===== src/rtl/skidbuf.sv =====
// skidbuf: two-entry elastic pipeline register with valid/ready on both sides.
// Main holds the head entry and drives OutData directly. Skid catches the one
// extra beat that arrives in the cycle the consumer stalls. InReady and
// OutValid are decoded from the state register alone, so neither ready nor
// valid propagates combinationally through this stage.
module skidbuf #(
  parameter int WIDTH = 8
) (
  input  logic             clk,
  input  logic             resetn,
  input  logic             Flush,
  input  logic             InValid,
  output logic             InReady,
  input  logic [WIDTH-1:0] InData,
  output logic             OutValid,
  input  logic             OutReady,
  output logic [WIDTH-1:0] OutData,
  output logic [1:0]       Count
);

  // Encoding doubles as the occupancy count.
  typedef enum logic [1:0] {
    EMPTY = 2'd0,
    ONE   = 2'd1,
    FULL  = 2'd2
  } state_t;

  state_t           state_reg, state_next;
  logic [WIDTH-1:0] main_reg, skid_reg;

  logic in_xfer, out_xfer;
  logic main_load_in, main_load_skid, skid_load;

  assign InReady  = (state_reg != FULL);
  assign OutValid = (state_reg != EMPTY);
  assign OutData  = main_reg;
  assign Count    = state_reg;

  assign in_xfer  = InValid & InReady;
  assign out_xfer = OutValid & OutReady;

  // Next state and register load enables; Flush overrides any handshake.
  always_comb begin
    state_next     = state_reg;
    main_load_in   = 1'b0;
    main_load_skid = 1'b0;
    skid_load      = 1'b0;
    if (Flush) begin
      state_next = EMPTY;
    end else begin
      unique case (state_reg)
        EMPTY: begin
          if (in_xfer) begin
            state_next   = ONE;
            main_load_in = 1'b1;
          end
        end
        ONE: begin
          if (in_xfer && out_xfer) begin
            main_load_in = 1'b1;
          end else if (in_xfer) begin
            state_next = FULL;
            skid_load  = 1'b1;
          end else if (out_xfer) begin
            state_next = EMPTY;
          end
        end
        FULL: begin
          if (out_xfer) begin
            state_next     = ONE;
            main_load_skid = 1'b1;
          end
        end
        default: state_next = EMPTY;
      endcase
    end
  end

  // State register.
  always_ff @(posedge clk or negedge resetn) begin
    if (!resetn) begin
      state_reg <= EMPTY;
    end else begin
      state_reg <= state_next;
    end
  end

  // Main register: loads from the input or is refilled from Skid.
  always_ff @(posedge clk or negedge resetn) begin
    if (!resetn) begin
      main_reg <= '0;
    end else if (main_load_skid) begin
      main_reg <= skid_reg;
    end else if (main_load_in) begin
      main_reg <= InData;
    end
  end

  // Skid register: only written when a beat arrives while the head stalls.
  always_ff @(posedge clk or negedge resetn) begin
    if (!resetn) begin
      skid_reg <= '0;
    end else if (skid_load) begin
      skid_reg <= InData;
    end
  end

endmodule

===== config.mk =====
export PLATFORM = sky130hd
export DESIGN_NAME = skidbuf
export DESIGN_NICKNAME = d
export VERILOG_FILES = /design/src/rtl/skidbuf.sv
export SDC_FILE = /design/constraint.sdc
export NUM_CORES = 1
export LEC_CHECK = 0
export BUFFER_PORTS_ARGS = -buffer_cell sky130_fd_sc_hd__buf_2
export CORE_ASPECT_RATIO = 0.8
export CORE_UTILIZATION = 42
export DETAILED_ROUTE_END_ITERATION = 12
export PLACE_DENSITY = 0.67
export SLEW_MARGIN = 0
export SYNTH_ARGS = -nofsm -noshare
export SYNTH_HDL_FRONTEND = slang
export SYNTH_SLANG_ARGS = --single-unit

===== constraint.sdc =====
create_clock -name clk -period 1.7 [get_ports clk]
set_input_delay 0.085 -clock clk [delete_from_list [all_inputs] [get_ports clk]]
set_output_delay 0.085 -clock clk [all_outputs]
set_load 0.02 [all_outputs]

==> flow_metrics.py <==
metrics = {
    "outcome": {
        "run_status": "completed",
    },
    "grt": {
        "grt_pass1_vias": 545,
        "antenna_found_initial": 0,
        "grt_max_degree": 19,
        "track_usage_pct": 15.6,
        "gr-total-overflow": 0,
        "grt_pass1_wl_mm": 2.46,
    },
    "setup_path": {
        "cp.depth": 4,
        "end_kind": "flip-flop",
        "critPathSlowestCell": "dfrtp_1",
        "cp-start-kind": "flip-flop",
        "critPathBufInv": 1,
        "required_ns": 1.89,
        "critPathMaxFanout": 8,
        "cp.arrival_ns": 1.77,
        "path_cells": "and4bb_1 > buf_12 > mux2_4 > mux2_2",
        "worst-setup-path-type": "reg2reg",
        "r2r_cells": 4,
        "critPathTopFamily": "multiplexers",
        "cpPeakStageDelay_ns": 0.48,
    },
    "cells_and_area": {
        "area_delta_synth_final_pct": 25.3,
        "drive_above_1_share_pct": 68.2,
        "layout.cells.non_filler": 112,
        "nFillCells": 161,
        "antenna_cells": 0,
        "fin_area_um2": 1100,
        "final_nets": 102,
    },
    "clock_network": {
        "cts_tree": "done",
        "clock_latency_ns": 0.29,
        "root_buffer": "clkbuf_4",
        "clock-sinks": 18,
        "clk_path_buf_depth": 2,
        "htree_levels": 1,
        "clk_pin_slew_ns": 0.11,
        "cts_buffers": 3,
    },
    "power_and_ir_drop": {
        "powerDensity_nw_per_um2": 1010,
        "finalPower_w": 0.00112,
        "p_seq_share_pct": 50.8,
        "clkPwrFrac_pct": 23.5,
        "ir_drop_v": 0.000599,
        "switching_share_pct": 28.0,
        "p_int_w": 0.000806,
        "p_leak_nw": 0.518,
        "p_sw_w": 0.000314,
        "combPwrFrac_pct": 25.6,
    },
    "logic_synthesis": {
        "synth_top_cell_area_share_pct": 51.1,
        "synth_area_um2": 881,
        "synthTopCellsByArea": "dfrtp_1 (51%), mux2_2 (20%), mux2_4 (14%)",
        "yosysSeqAreaShare_pct": 51.1,
        "syn-num-nets": 70,
        "synth_top_area_cell": "dfrtp_1",
        "ys_ff_latch": 18,
        "synthesis.instances": 57,
        "synth_cell_types": 17,
        "yosysWarnings": 0,
        "synth_area_per_cell_um2": 15.5,
    },
    "routing": {
        "drc": 0,
        "first_pass_iters": 2,
        "route.met2.wl_um": 591,
        "wl_per_cell_um": 13.0,
        "drt-total-wl_mm": 1.46,
        "first_iter_violations": 1,
        "top_layer": "met3",
        "via_per_inst": 5.02,
        "antenna_left": 0,
        "vias": 562,
        "wl_met3_um": 91,
        "met1_length_um": 776,
    },
    "placement": {
        "place_congestion": 0.771,
        "place_area_um2": 1050,
        "port_buffers": 24,
        "hpwl_mm": 1.06,
        "place_inst": 107,
    },
    "run": {
        "cap_violations": 0,
    },
    "floorplan": {
        "core_area_um2": 1930,
        "num_rows": 14,
        "pin_count": 25,
        "dieArea_um2": 2290,
        "dieWidth_um": 53.2,
        "start_util_pct": 45.7,
        "fp.dieH_um": 43.0,
    },
    "timing": {
        "rsz0062_at_grt": "false",
        "fin_crit_sh_pct": 92.8,
        "finalCriticalPeriod_ns": 1.58,
        "final.setup_skew_ns": 0.00767,
        "fmax_mhz": 634,
        "tns_ns": 0,
        "worstMarginPinSlew_ns": 0.405,
        "finalMaxSlewViolations": 0,
        "finalHoldViolCount": 0,
        "maxSlewHeadroom_pct": 73.0,
        "setup_violations": 0,
    },
    "min_path": {
        "min_delay_path_depth": 2,
        "min_path_type": "in2reg",
    },
}
## Yosys cell counts (all sizes together)
library cell	n
or2	1
mux2i	1
buf	1
mux2	24
nand2b	1
and4bb	1
a21oi	1
nand4bb	1
or3b	1
o21ba	1
nor2	1
nand2	2
o31ai	2
dfrtp	18
nor4b	1
## worst paths after layout
| kind | startpoint | to | slack (ns) |
|---|---|---|---|
| max | Count[1] | OutData[3] | 0.12 |
| min | InData[2] | skid_reg[2] | 0.03 |
| max reg2reg | Count[1] | OutData[3] | 0.12 |
| min reg2reg | OutData[5] | OutData[5] | 0.51 |
| max in group asynchronous | resetn | skid_reg[7] | 1.17 |
| min in group asynchronous | resetn | OutData[3] | 0.23 |
## layout by cell type (no fill, tap or decap), drive strengths merged, types with 2 or more instances in the layout
cell,netlist,final
mux2,24,24
nand2,2,2
buf,1,27
dfrtp,18,18
o31ai,2,2
clkbuf,0,4
## cells by family after synthesis
kind of cell	Yosys count	synth area share, %
flip-flops	18	51.1
multiplexers	25	35.2
AND/OR/NAND/NOR	9	7.39
AO/OA/AOI/OAI	4	4.97
buffers and inverters	1	1.28
## layout make-up
cell class                 count  area [µm²]  area share (%)
sequential                    18         450            40.8
multi-input combinational     38         422            38.2
tap                           24        30.0            2.72
timing repair buffer          28         165            15.0
clock buffer                   4        36.3            3.29
## repair_timing
| item | CTS | global route |
|---|---|---|
| buffers inserted | 0 | 0 |
| hold endpoints to repair | 18 | 0 |
| hold buffers | 1 | 0 |
| setup endpoints to repair | 0 | 6 |
| gates resized for setup | 0 | 1 |
## metrics by stage
step / worst slack (ns) / util (%) / hold WS (ns)
floorplan: 0.0764 / - / -0.211
global placement: 0.181 / 54.7 / 0.0353
detailed placement: 0.128 / 54.7 / 0.0383
CTS: 0.113 / 57.1 / 0.0167
global route: 0.0407 / 57.3 / 0.0144
finish: 0.123 / 57.3 / 0.0299
## per-layer routing
layer  track usage (%)  vias to the layer above
met1              20.7                      267
met3              7.89                        0
li1                  -                      277
met4              3.16                        0
met5                 0                        -
met2              22.5                       18
## power by group through the flow
| stage | Clock [W] | Combinational (W) | Sequential, W |
|---|---|---|---|
| 2_1_floorplan | 0 | 0.000134 | 0.000629 |
| 3_3_place_gp | 0 | 0.000283 | 0.000574 |
| 3_5_place_dp | 0 | 0.000291 | 0.000578 |
| 4_1_cts | 0.000281 | 0.000291 | 0.000570 |
| 5_1_grt | 0.000298 | 0.000315 | 0.000580 |
| 6_report | 0.000263 | 0.000287 | 0.000569 |
(Power assumes the default switching activity.)
